[config.mk]
export PLATFORM = sky130hd
export DESIGN_NAME = alu_seq_ctrl
export DESIGN_NICKNAME = d
export VERILOG_FILES = /design/src/rtl/alu_seq_ctrl_pkg.sv /design/src/rtl/alu_seq_ctrl_alu.sv /design/src/rtl/alu_seq_ctrl.sv
export SDC_FILE = /design/constraint.sdc
export NUM_CORES = 1
export LEC_CHECK = 0
export ABC_AREA = 0
export BUFFER_PORTS_ARGS = -buffer_cell sky130_fd_sc_hd__buf_2
export CORE_ASPECT_RATIO = 1.75
export CORE_MARGIN = 2
export CORE_UTILIZATION = 55
export DETAILED_ROUTE_END_ITERATION = 10
export GPL_TIMING_DRIVEN = 0
export PLACE_DENSITY = 0.82
export SETUP_SLACK_MARGIN = 0.05
export SYNTH_ARGS = -nofsm -noshare
export SYNTH_HDL_FRONTEND = slang
export SYNTH_HIERARCHICAL = 1
export SYNTH_SLANG_ARGS = --single-unit
[constraint.sdc]
create_clock -name clk -period 9.1 [get_ports clk]
set_input_delay 0.91 -clock clk [delete_from_list [all_inputs] [get_ports clk]]
set_output_delay 0.91 -clock clk [all_outputs]
set_load 0.02 [all_outputs]
[src/rtl/alu_seq_ctrl_pkg.sv]
// Shared encodings for the nibble-serial ALU sequencer.
//   cmd_e      : instruction-level command codes
//   OP_*       : 4-bit alu operation-line encodings (l selects the group)
//   state_e    : sequencer FSM states
//   cmd_ctrl_t : per-command alu control, produced by decode_cmd()
package alu_seq_ctrl_pkg;

    typedef enum logic [2:0] {
        CMD_ADD = 3'b000,
        CMD_SUB = 3'b001,
        CMD_INC = 3'b010,
        CMD_NEG = 3'b011,
        CMD_AND = 3'b100,
        CMD_OR  = 3'b101,
        CMD_XOR = 3'b110,
        CMD_NOT = 3'b111
    } cmd_e;

    // l = 0 (arithmetic group)
    localparam logic [1:0] OP_A_CIN   = 2'b00;  // A + cin
    localparam logic [1:0] OP_NA_CIN  = 2'b01;  // -A + cin
    localparam logic [1:0] OP_AB_CIN  = 2'b10;  // A + B + cin
    localparam logic [1:0] OP_A1_CIN  = 2'b11;  // A + 1 + cin
    // l = 1 (logic group)
    localparam logic [1:0] OP_AND     = 2'b00;
    localparam logic [1:0] OP_OR      = 2'b01;
    localparam logic [1:0] OP_XOR     = 2'b10;
    localparam logic [1:0] OP_NOT     = 2'b11;

    typedef enum logic [1:0] {
        ST_IDLE = 2'b00,
        ST_RUN  = 2'b01,
        ST_DONE = 2'b10
    } state_e;

    typedef struct packed {
        logic       l;
        logic [1:0] op;
        logic       inv_a;   // feed ~A nibble to the alu
        logic       inv_b;   // feed ~B nibble to the alu
        logic       arith;   // carry chains between nibbles
        logic       cin0;    // carry-in for nibble 0
    } cmd_ctrl_t;

    // The alu has no subtract or increment-by-one-with-chain, so SUB is
    // A + ~B + 1 and NEG is ~A + 1, with the +1 entering as nibble-0 carry.
    function automatic cmd_ctrl_t decode_cmd(input cmd_e cmd);
        cmd_ctrl_t ctl;
        ctl = '0;
        case (cmd)
            CMD_ADD: begin ctl.op = OP_AB_CIN; ctl.arith = 1'b1; end
            CMD_SUB: begin ctl.op = OP_AB_CIN; ctl.arith = 1'b1; ctl.inv_b = 1'b1; ctl.cin0 = 1'b1; end
            CMD_INC: begin ctl.op = OP_A_CIN;  ctl.arith = 1'b1; ctl.cin0 = 1'b1; end
            CMD_NEG: begin ctl.op = OP_A_CIN;  ctl.arith = 1'b1; ctl.inv_a = 1'b1; ctl.cin0 = 1'b1; end
            CMD_AND: begin ctl.l = 1'b1; ctl.op = OP_AND; end
            CMD_OR:  begin ctl.l = 1'b1; ctl.op = OP_OR;  end
            CMD_XOR: begin ctl.l = 1'b1; ctl.op = OP_XOR; end
            default: begin ctl.l = 1'b1; ctl.op = OP_NOT; end
        endcase
        return ctl;
    endfunction

endpackage

[src/rtl/alu_seq_ctrl_alu.sv]
// 4-bit datapath alu (module alu).
//   a, b : nibble operands      cin : carry in
//   l    : 0 arithmetic, 1 logic
//   op   : operation within the group
//   r    : result   c : carry out (0 for logic)   z : r == 0   s : r[3]
module alu
    import alu_seq_ctrl_pkg::*;
(
    input  logic [3:0] a,
    input  logic [3:0] b,
    input  logic       cin,
    input  logic       l,
    input  logic [1:0] op,
    output logic [3:0] r,
    output logic       c,
    output logic       z,
    output logic       s
);
    logic [4:0] sum;

    always_comb begin
        sum = '0;
        r   = '0;
        c   = 1'b0;
        if (l) begin
            case (op)
                OP_AND:  r = a & b;
                OP_OR:   r = a | b;
                OP_XOR:  r = a ^ b;
                default: r = ~a;
            endcase
        end else begin
            case (op)
                OP_A_CIN:  sum = {1'b0, a} + {4'b0, cin};
                OP_NA_CIN: sum = {1'b0, ~a} + 5'd1 + {4'b0, cin};
                OP_AB_CIN: sum = {1'b0, a} + {1'b0, b} + {4'b0, cin};
                default:   sum = {1'b0, a} + 5'd1 + {4'b0, cin};
            endcase
            r = sum[3:0];
            c = sum[4];
        end
    end

    assign z = (r == 4'h0);
    assign s = r[3];
endmodule

[src/rtl/alu_seq_ctrl.sv]
// Nibble-serial sequencer: runs W-bit (W = 4*N_NIB) commands through one
// 4-bit alu, LS nibble first, carry chained through carry_q.
//   clk, reset  : clock, synchronous active-high reset
//   start, cmd  : command request (taken in IDLE/DONE), command code
//   a, b        : operands, captured on start accept
//   busy        : nibbles in flight
//   done        : one-cycle pulse, r/z/c/s valid
//   r, z, c, s  : result and flags, updated only at commit
module alu_seq_ctrl
    import alu_seq_ctrl_pkg::*;
#(
    parameter int N_NIB = 4
)(
    input  logic               clk,
    input  logic               reset,
    input  logic               start,
    input  logic [2:0]         cmd,
    input  logic [4*N_NIB-1:0] a,
    input  logic [4*N_NIB-1:0] b,
    output logic               busy,
    output logic               done,
    output logic [4*N_NIB-1:0] r,
    output logic               z,
    output logic               c,
    output logic               s
);
    localparam int W  = 4 * N_NIB;
    localparam int IW = $clog2(N_NIB);

    state_e          state, state_nx;
    logic            accept, commit;
    logic [W-1:0]    a_q, b_q, res_q, res_nx;
    cmd_ctrl_t       ctl_q;
    logic [IW-1:0]   idx;
    logic            carry_q, zacc;
    logic [3:0]      alu_a, alu_b, alu_r;
    logic            alu_c, alu_z, alu_s;

    // ---------------- FSM ----------------
    always_ff @(posedge clk) begin
        if (reset) state <= ST_IDLE;
        else       state <= state_nx;
    end

    always_comb begin
        state_nx = state;
        accept   = 1'b0;
        commit   = 1'b0;
        case (state)
            ST_IDLE: if (start) begin state_nx = ST_RUN; accept = 1'b1; end
            ST_RUN:  if (idx == IW'(N_NIB - 1)) begin state_nx = ST_DONE; commit = 1'b1; end
            ST_DONE: begin
                accept   = start;
                state_nx = start ? ST_RUN : ST_IDLE;
            end
            default: state_nx = ST_IDLE;
        endcase
    end

    assign busy = (state == ST_RUN);
    assign done = (state == ST_DONE);

    // ---------------- nibble datapath ----------------
    assign alu_a = a_q[idx*4 +: 4] ^ {4{ctl_q.inv_a}};
    assign alu_b = b_q[idx*4 +: 4] ^ {4{ctl_q.inv_b}};

    alu u_alu (
        .a   (alu_a),
        .b   (alu_b),
        .cin (carry_q),
        .l   (ctl_q.l),
        .op  (ctl_q.op),
        .r   (alu_r),
        .c   (alu_c),
        .z   (alu_z),
        .s   (alu_s)
    );

    // Working result with the current nibble merged, so the commit edge
    // sees the full word including the MS nibble.
    always_comb begin
        res_nx = res_q;
        res_nx[idx*4 +: 4] = alu_r;
    end

    always_ff @(posedge clk) begin
        if (reset) begin
            a_q     <= '0;
            b_q     <= '0;
            ctl_q   <= '0;
            idx     <= '0;
            carry_q <= 1'b0;
            zacc    <= 1'b0;
            res_q   <= '0;
            r       <= '0;
            z       <= 1'b0;
            c       <= 1'b0;
            s       <= 1'b0;
        end else if (accept) begin
            a_q     <= a;
            b_q     <= b;
            ctl_q   <= decode_cmd(cmd_e'(cmd));
            idx     <= '0;
            carry_q <= decode_cmd(cmd_e'(cmd)).cin0;
            zacc    <= 1'b1;
            res_q   <= '0;
        end else if (state == ST_RUN) begin
            res_q <= res_nx;
            zacc  <= zacc & alu_z;
            idx   <= idx + 1'b1;
            if (ctl_q.arith) carry_q <= alu_c;
            if (commit) begin
                r <= res_nx;
                z <= zacc & alu_z;
                c <= ctl_q.arith & alu_c;
                s <= alu_s;
            end
        end
    end
endmodule

# After elaboration in Yosys (flattened, before gate mapping)
# Cells that the tools add are included.
# totals
regBits,79
input_bits,38
word_cells,89
# op_classes
n_addsub,9
eq_ne,13
n_shift,4
mux,24
n_bitwise,9
reduce_logical,14
# ops
op,n
$neg A4 Y34,1
$shift A4 B34 Y16 const A,1
$shiftx A4 B34 Y16,1
$shiftx A16 B5 Y4,2
$bwmux W16,1
$add A5 B1 Y5,3
$mux W1,15
$pmux W5 S3,1
$pmux W2 S3,2
$pmux W4 S3,1
$xor A4 B4 Y4,3
$add A4 B1 Y5 const B,2
$eq A3 B3 Y1 const B,3
$reduce_or A3 Y1,3
$eq A2 B2 Y1 const B,3
$eq A3 B2 Y1 const B,2
$add A4 B1 Y5,1
$add A4 B4 Y5,1
$and A4 B4 Y4,1
$eq A2 B1 Y1 const B,2
$logic_not A2 Y1,2
$logic_not A4 Y1,1
$mux W2,2
$mux W4,1
15 further kinds,18

# Logic depth before layout (Yosys ltp)
# Gate-level depths: netlist (run 1).
# depth
ltp_word,11
depth_mapped,14
mapped_depth_nobuf,13

# By module
# Netlist (run 1), hierarchy kept.
# by_module_without_submodules
mod,instances,cells_each,area_each_um2
alu_seq_ctrl,1,361,3309.4
alu,1,87,713.2

# Worst setup path before layout (run 1)
# No wires, ideal clock.
# synth_path
kind,register to register
from,register idx[0]
to,register zacc
setup_time_ns,0.071
arrival_time_ns,3.441
required_time_ns,9.029
path_slack_ns,5.588
stages_incl_launch_ff,12
period_less_slack_ns,3.512
path_cell_list,dfxtp_1 -> buf_6 -> buf_6 -> mux4_2 -> xor2_1 -> fa_1 -> fa_1 -> mux4_2 -> mux2_4 -> nor4_2 -> o21ai_0 -> a21oi_1
# synth_rtl
item,line_no,rtl
"start, declared",alu_seq_ctrl.sv:34,logic [IW-1:0] idx;
"start signal, assigned",alu_seq_ctrl.sv:110,idx <= idx + 1'b1;
$shiftx A16 B5 Y4,alu_seq_ctrl.sv:65,assign alu_b = b_q[idx*4 +: 4] ^ {4{ctl_q.inv_b}};
$xor A4 B4 Y4,alu_seq_ctrl.sv:65,
net alu_b[0],alu_seq_ctrl.sv:36,"logic [3:0] alu_a, alu_b, alu_r;"
$add A4 B4 Y5,alu_seq_ctrl_alu.sv:36,"OP_AB_CIN: sum = {1'b0, a} + {1'b0, b} + {4'b0, cin};"
$add A5 B1 Y5,alu_seq_ctrl_alu.sv:36,
$pmux W5 S3,alu_seq_ctrl_alu.sv:33,case (op)
$mux W4,alu_seq_ctrl_alu.sv:25,if (l) begin
net alu_r[1],alu_seq_ctrl.sv:36,
$logic_not A4 Y1,alu_seq_ctrl_alu.sv:44,assign z = (r == 4'h0);
net alu_z,alu_seq_ctrl.sv:37,"logic alu_c, alu_z, alu_s;"
$and A1 B1 Y1,alu_seq_ctrl.sv:109,zacc <= zacc & alu_z;
$mux W1,alu_seq_ctrl.sv:107,end else if (state == ST_RUN) begin
$mux W1,alu_seq_ctrl.sv:99,end else if (accept) begin
"end signal, assigned",alu_seq_ctrl.sv:109,
"end, declared",alu_seq_ctrl.sv:35,"logic carry_q, zacc;"
# The timed path passes the listed nets, and every way through them passes these cells. The select of a mux whose other input is x is not followed.
# A chain may end at the register's enable or synchronous reset.

# Final worst setup path (run 1)
# Ends and elaborated chain as after synthesis.

==> results by group, run 1 <==
Outcome
  – Outcome: finished clean

GRT
  – Total gr overflow: 0
  – Vias in the first global route: around 3300
  – First-pass GRT wire length: between 15 and 20 mm
  – Largest net degree at the start of global routing: 13
  – GRT Util Overall: 0.256
  – Initial antenna violation count: 0

Place
  – Placed cell area: 4420 µm²
  – Pre-CTS WS: around 5200 ps
  – Global placer's final weighted congestion: around 0.9
  – DP HPWL: ~7.3 mm
  – Placed Instances: ~590
  – Port Buffers: 58

Synthesis
  – Sequential area share after synthesis: 0.373
  – Post-synthesis instance total: approximately 450
  – Syn nets: 507
  – Avg Synthesized Cell Area: between 8 and 9 µm²
  – YS warnings: 6
  – EDFF count, synth: 0
  – Synthesized area: 4020 µm²
  – Main synth FF type: dfxtp_1
  – Yosys cell types: between 50 and 60
  – #FFs+latches synth: between 70 and 80
  – Ys async rst share: 0

Finish
  – Final Instance Area: between 4000 and 5000 µm²
  – Most common cell after layout, fill and taps aside: nand2_1
  – Layout cells sized above 1: 0.240
  – Diodes inserted: 0
  – Finished Core Util: 0.663
  – Most frequent cells in the layout: nand2_1, dfxtp_1, buf_2, a21oi_1, nor2_1
  – P&R area growth vs syn: 17.5%
  – Non-Filler Instances: approximately 600
  – Post-layout nets: approximately 580

Clock tree
  – Later-pin clock latency in the skew report: around 340 ps
  – Clock slew at reported path FFs: approximately 60 ps
  – Post_cts resized: 0
  – Total CTS buffers: 9
  – CTS Sinks: 75
  – H-tree Lvls: 3
  – Hold Buf Count CTS: 0
  – Clock buffer depth: 2
  – Root Driver: clkbuf_16
  – CTS tree: built
  – Postcts setup bufs: 0

Timing
  – Final WS setup: between 5000 and 6000 ps
  – Endpoints failing setup: 0
  – Period utilization: 0.432
  – Setup TNS Final: 0 ps
  – Final worst path period need: approximately 3900 ps
  – Slew @ Worst Pin: between 800 and 900 ps
  – Clock Skew: 11.1 ps
  – F_max: ~250 MHz
  – Final hold viol count: 0
  – Worst slew margin: 0.415
  – Unrepaired setup endpoints after global routing: no
  – Max Slew Vio Count: 0

Floorplan
  – Chip height: roughly 120 µm
  – Core ar.: ~7100 µm²
  – Starting Density: 0.564
  – Site Rows: 41
  – Die width: between 60 and 70 µm
  – Die Footprint: 8040 µm²
  – Num ports: a little under 60

Drt
  – Post-DR vias/cell: ~5.7
  – WL per Instance: between 15 and 20 µm
  – Routed wire length: slightly below 10 mm
  – Vias: 3456
  – DR DRC count: 0
  – TritonRoute pass-1 iters: 4
  – DRT antenna net count: 0
  – Initial drt markers: around 180

Critical path
  – CP Capture Type: register
  – Worst path required time: 9300 ps
  – R2R setup slack: just over 5000 ps
  – CP Class: register to register
  – R2r startpoint: idx[0]$_SDFFE_PP0N_
  – R2R cell count: 12
  – Worst flop-to-flop path endpoint: zacc$_SDFFE_PP0P_
  – CP max FO: 10
  – Worst Setup Start Kind: register
  – Critical path arrival: slightly above 4000 ps

Hold path
  – Hold_sp: a_q[14]$_SDFFE_PP0P_
  – Hold Path End: a_q[14]$_SDFFE_PP0P_
  – Worst hold path type: register to register
  – Hold depth: 2

Job
  – Total of max-cap violations: 0

Power
  – Leak: between 0.002 and 0.0025 µW
  – Peak supply drop: between 0.15 and 0.2 mV
  – Pwr/cell area: between 150 and 200 nW/µm²
## cell usage after synthesis (all sizes together), types with 4 or more instances
master | count | area share
a211oi | 9 | 0.019
mux4 | 12 | 0.067
nor2b | 8 | 0.012
nor2 | 31 | 0.029
nand3 | 4 | 0.0050
a21oi | 47 | 0.059
inv | 23 | 0.021
nand2b | 9 | 0.016
a32o | 8 | 0.020
o21ai | 7 | 0.0087
clkbuf | 5 | 0.0047
o41ai | 5 | 0.020
mux2i | 4 | 0.010
xor2 | 10 | 0.022
a221oi | 4 | 0.0087
nor3 | 8 | 0.010
a41oi | 4 | 0.0087
nand2 | 80 | 0.075
nand4 | 4 | 0.0062
nand3b | 7 | 0.013
a32oi | 4 | 0.0087
buf | 31 | 0.046
ha | 19 | 0.059
a311oi | 4 | 0.0087
dfxtp | 75 | 0.37
## final cells by class
class / instances / area [µm²]
timing repair buffer: 58 / 290
buffer: 36 / 204
fill: 578 / 2400
tap: 86 / 108
multi-input combinational: 314 / 2230
clock buffer: 10 / 229
clock inverter: 5 / 78.8
inverter: 23 / 86.3
sequential: 75 / 1500
## worst max-delay path: stages, from the launching register on
cell     delay (ps)
dfxtp_1         370
buf_6           180
buf_6           170
mux4_2          520
xor2_1          210
fa_1            490
fa_1            440
xor2_1          150
nor3_1           70
o41ai_2         700
nor4_2          150
o21ai_0         230
a21oi_1         100
## registers in the layout (all words and copies together), names as in the netlist
signal and count:
z 1, a_q 16, state 2, carry_q 1, s 1, idx 2
b_q 16, ctl_q 6, c 1, res_q 12, zacc 1, r 16
## cells by family after synthesis
kind of cell,after synthesis,synth area share
AND/OR/NAND/NOR,163,0.196
AO/OA/AOI/OAI,100,0.179
flip-flops,75,0.373
buffers and inverters,59,0.0722
adder cells (fa/ha/maj),21,0.0691
multiplexers,18,0.0846
XOR/XNOR,12,0.0261
## report_power, final
group	internal [µW]	switching [µW]
combinational	57.6	84.3
clock	238	135
sequential	341	6.70
## through the flow
| step | hold slack, ps | total power (µW) |
|---|---|---|
| floorplan | 433 | 454 |
| global placement | 440 | 488 |
| detailed placement | 446 | 494 |
| CTS | 453 | 862 |
| global route | 470 | 889 |
| finish | 454 | 862 |
## metal layers
metal / share of wire / vias up / routed length [µm] / GRT usage
met1: 0.38 / 1654 / 3680 / 0.264
li1: - / 1711 / - / -
met2: 0.55 / 75 / 5300 / 0.469
met4: 0.031 / 0 / 295 / 0.119
met3: 0.038 / 16 / 367 / 0.0593
met5: 0 / - / 0 / 0
## worst max path at each step
stage                                   start            endpoint  slack [ps]  cells after the start
after floorplan           idx[0]$_SDFFE_PP0N_   zacc$_SDFFE_PP0P_        5590                     11
after global placement    idx[0]$_SDFFE_PP0N_  r[14]$_SDFFE_PP0P_        5250                     11
after detailed placement  idx[0]$_SDFFE_PP0N_  r[15]$_SDFFE_PP0P_        5200                     12
after CTS                 idx[0]$_SDFFE_PP0N_  r[15]$_SDFFE_PP0P_        5180                     12
after global routing      idx[0]$_SDFFE_PP0N_  r[15]$_SDFFE_PP0P_        4950                     12
final                     idx[0]$_SDFFE_PP0N_   zacc$_SDFFE_PP0P_        5160                     12
Note: power is estimated with default switching activity, not from simulation.
==> inputs of run 2 (changes only) <==
==> constraint.sdc (replaced) <==
create_clock -name clk -period 3.99 [get_ports clk]
set_input_delay 0.399 -clock clk [delete_from_list [all_inputs] [get_ports clk]]
set_output_delay 0.399 -clock clk [all_outputs]
set_load 0.02 [all_outputs]
==> run 2 against run 1 <==
Against the previous run:
- first-iteration DRC count is 7.4% higher
- fmax increased by 3.7%
- register-to-register slack worse by 5000 ps
- critical path depth is 1 lower
- sequential share of layout area shrank 0.30 points
- critical path type unchanged
- final area is 0.95% higher
- largest power group unchanged
- critical endpoint unchanged
- total power increased by 130%
- setup slack worse by 5000 ps
- non-clock buffer count did not move
- highest routed layer unchanged
- flip-flop and latch count is the same
- via count grew 1.4%
==> results by group, run 2 (synthesis results as in run 1) <==
Outcome
  – Outcome: finished clean

Clock tree
  – Hold Buf Count CTS: 0
  – CTS tree: built
  – Post_cts resized: 0
  – Later-pin clock latency in the skew report: 340 ps
  – Root Driver: clkbuf_16
  – H-tree Lvls: 3
  – CTS Sinks: 75
  – Clock slew at reported path FFs: approximately 60 ps
  – Total CTS buffers: 9
  – Postcts setup bufs: 0
  – Clock buffer depth: 2

Finish
  – Post-layout nets: roughly 580
  – Finished Core Util: 0.669
  – Layout cells sized above 1: 0.248
  – Most common cell after layout, fill and taps aside: nand2_1
  – Fill cell count: 565
  – Non-Filler Instances: 607
  – Largest regs: a_q x16, b_q x16, r x16
  – P&R area growth vs syn: 18.7%
  – Most frequent cells in the layout: nand2_1, dfxtp_1, buf_2, a21oi_1, nor2_1
  – Diodes inserted: 0

GRT
  – Total gr overflow: 0
  – Largest net degree at the start of global routing: 13
  – GR Util met1: 0.264
  – GR Util met3: 0.0593
  – GRT Util Overall: 0.256
  – Vias in the first global route: between 3000 and 4000
  – First-pass GRT wire length: roughly 15 mm
  – Initial antenna violation count: 0
  – Top Usage Layer GRT: met2
  – Met2 Use GR: 0.469

Place
  – Global placer's final weighted congestion: approximately 0.91
  – DP HPWL: 7.34 mm
  – Port Buffers: a little under 60
  – Placed Instances: 592
  – Pre-CTS WS: between 80 and 90 ps

Critical path
  – CP Capture Type: register
  – Crit-path cells: buf_6 -> buf_6 -> mux4_2 -> xor2_1 -> fa_2 -> fa_1 -> mux4_2 -> mux2_4 -> nor4_4 -> o21ai_0 -> a21oi_1
  – R2R setup slack: between 150 and 200 ps
  – CP Class: register to register
  – Worst flop-to-flop path endpoint: zacc$_SDFFE_PP0P_
  – Slowest-stage cell, CP: mux4_2
  – R2R cell count: 11
  – R2r startpoint: idx[0]$_SDFFE_PP0N_
  – Max stage delay on crit path: roughly 520 ps
  – CP max FO: 10
  – Critical path arrival: a little over 4000 ps
  – Worst path required time: around 4300 ps
  – Worst Setup Start Kind: register

Drt
  – Post-DR vias/cell: 5.78
  – DR DRC count: 0
  – Vias: roughly 3500
  – Initial drt markers: 188
  – WL per Instance: roughly 16 µm
  – DRT antenna net count: 0
  – TritonRoute pass-1 iters: 5
  – Routed wire length: about 9.7 mm

Power
  – Cell Int Power: 1460 µW
  – Pwr/cell area: 414 nW/µm²
  – Clock power frac: 0.430
  – Sw Pwr: around 520 µW
  – Peak supply drop: between 0.3 and 0.4 mV
  – Switching Share: 0.263
  – Sequential Power Share: 0.401
  – Logic pwr share: 0.170
  – Leak: ~0.0020 µW

Hold path
  – Hold depth: 3
  – Hold Path End: b_q[6]$_SDFFE_PP0P_
  – Hold_sp: b[6]
  – Worst hold path type: primary input to register

Timing
  – Final worst path period need: between 3000 and 4000 ps
  – Slew @ Worst Pin: approximately 650 ps
  – F_max: approximately 260 MHz
  – Worst slew margin: 0.565
  – Period utilization: 0.952
  – Clock Skew: between 9 and 10 ps
  – Unrepaired setup endpoints after global routing: no
  – Final WS setup: 193 ps
  – Max Slew Vio Count: 0
  – Final hold viol count: 0
  – Final hold slack: roughly 290 ps
  – Setup TNS Final: 0 ps
  – Endpoints failing setup: 0

Job
  – Total of max-cap violations: 0

Floorplan
  – Chip height: 117 µm
  – Starting Density: 0.564
  – Die width: slightly below 70 µm
  – Site Rows: 41
  – Core ar.: roughly 7100 µm²
  – Die Footprint: 8040 µm²
  – Num ports: 59
[run 2: cell counts in the layout (fill, tap and decap cells not counted)]
Identical to the previous run, type by type.
[run 2: worst max path at each step]
stage	startpoint	endpoint	cells after the start
2_1_floorplan	idx[0]$_SDFFE_PP0N_	zacc$_SDFFE_PP0P_	11
5_1_grt	idx[0]$_SDFFE_PP0N_	zacc$_SDFFE_PP0P_	11
4_1_cts	idx[0]$_SDFFE_PP0N_	r[15]$_SDFFE_PP0P_	12
3_5_place_dp	idx[0]$_SDFFE_PP0N_	r[15]$_SDFFE_PP0P_	12
6_report	idx[0]$_SDFFE_PP0N_	zacc$_SDFFE_PP0P_	11
3_3_place_gp	idx[0]$_SDFFE_PP0N_	r[14]$_SDFFE_PP0P_	11
[run 2: power by group through the flow]
stage                     registers [µW]  logic [µW]  clock network [µW]
after CTS                            792         321                 853
after detailed placement             808         319                   0
final                                792         335                 850
after floorplan                      803         233                   0
after global routing                 794         367                 879
after global placement               806         306                   0
[run 2: critical path, delay by kind of cell (launching register included)]
kind | cells | cell delay [ps]
AO/OA/AOI/OAI | 2 | 330
XOR/XNOR | 1 | 340
adder cells (fa/ha/maj) | 2 | 710
buffers and inverters | 2 | 350
flip-flops | 1 | 370
multiplexers | 3 | 1330
AND/OR/NAND/NOR | 1 | 290
[run 2: final cells by class]
cell class                 count  area (µm²)  area share
buffer                        36         204      0.0427
clock buffer                  10         229      0.0480
clock inverter                 5        78.8      0.0165
inverter                      23        86.3      0.0181
multi-input combinational    314        2280       0.477
sequential                    75        1500       0.315
tap                           86         108      0.0225
timing repair buffer          58         290      0.0608
[run 2: per-layer routing]
layer	vias to the layer above	routed length, µm
li1	1715	-
met3	21	483
met5	-	0
met1	1651	3560
met4	0	309
met2	119	5340
[run 2: stage by stage]
step	total power, µW	instance area (µm²)
6_report	1980	4770
5_1_grt	2040	4770
4_1_cts	1970	4730
3_5_place_dp	1130	4420
3_3_place_gp	1110	4420
2_1_floorplan	1040	4020
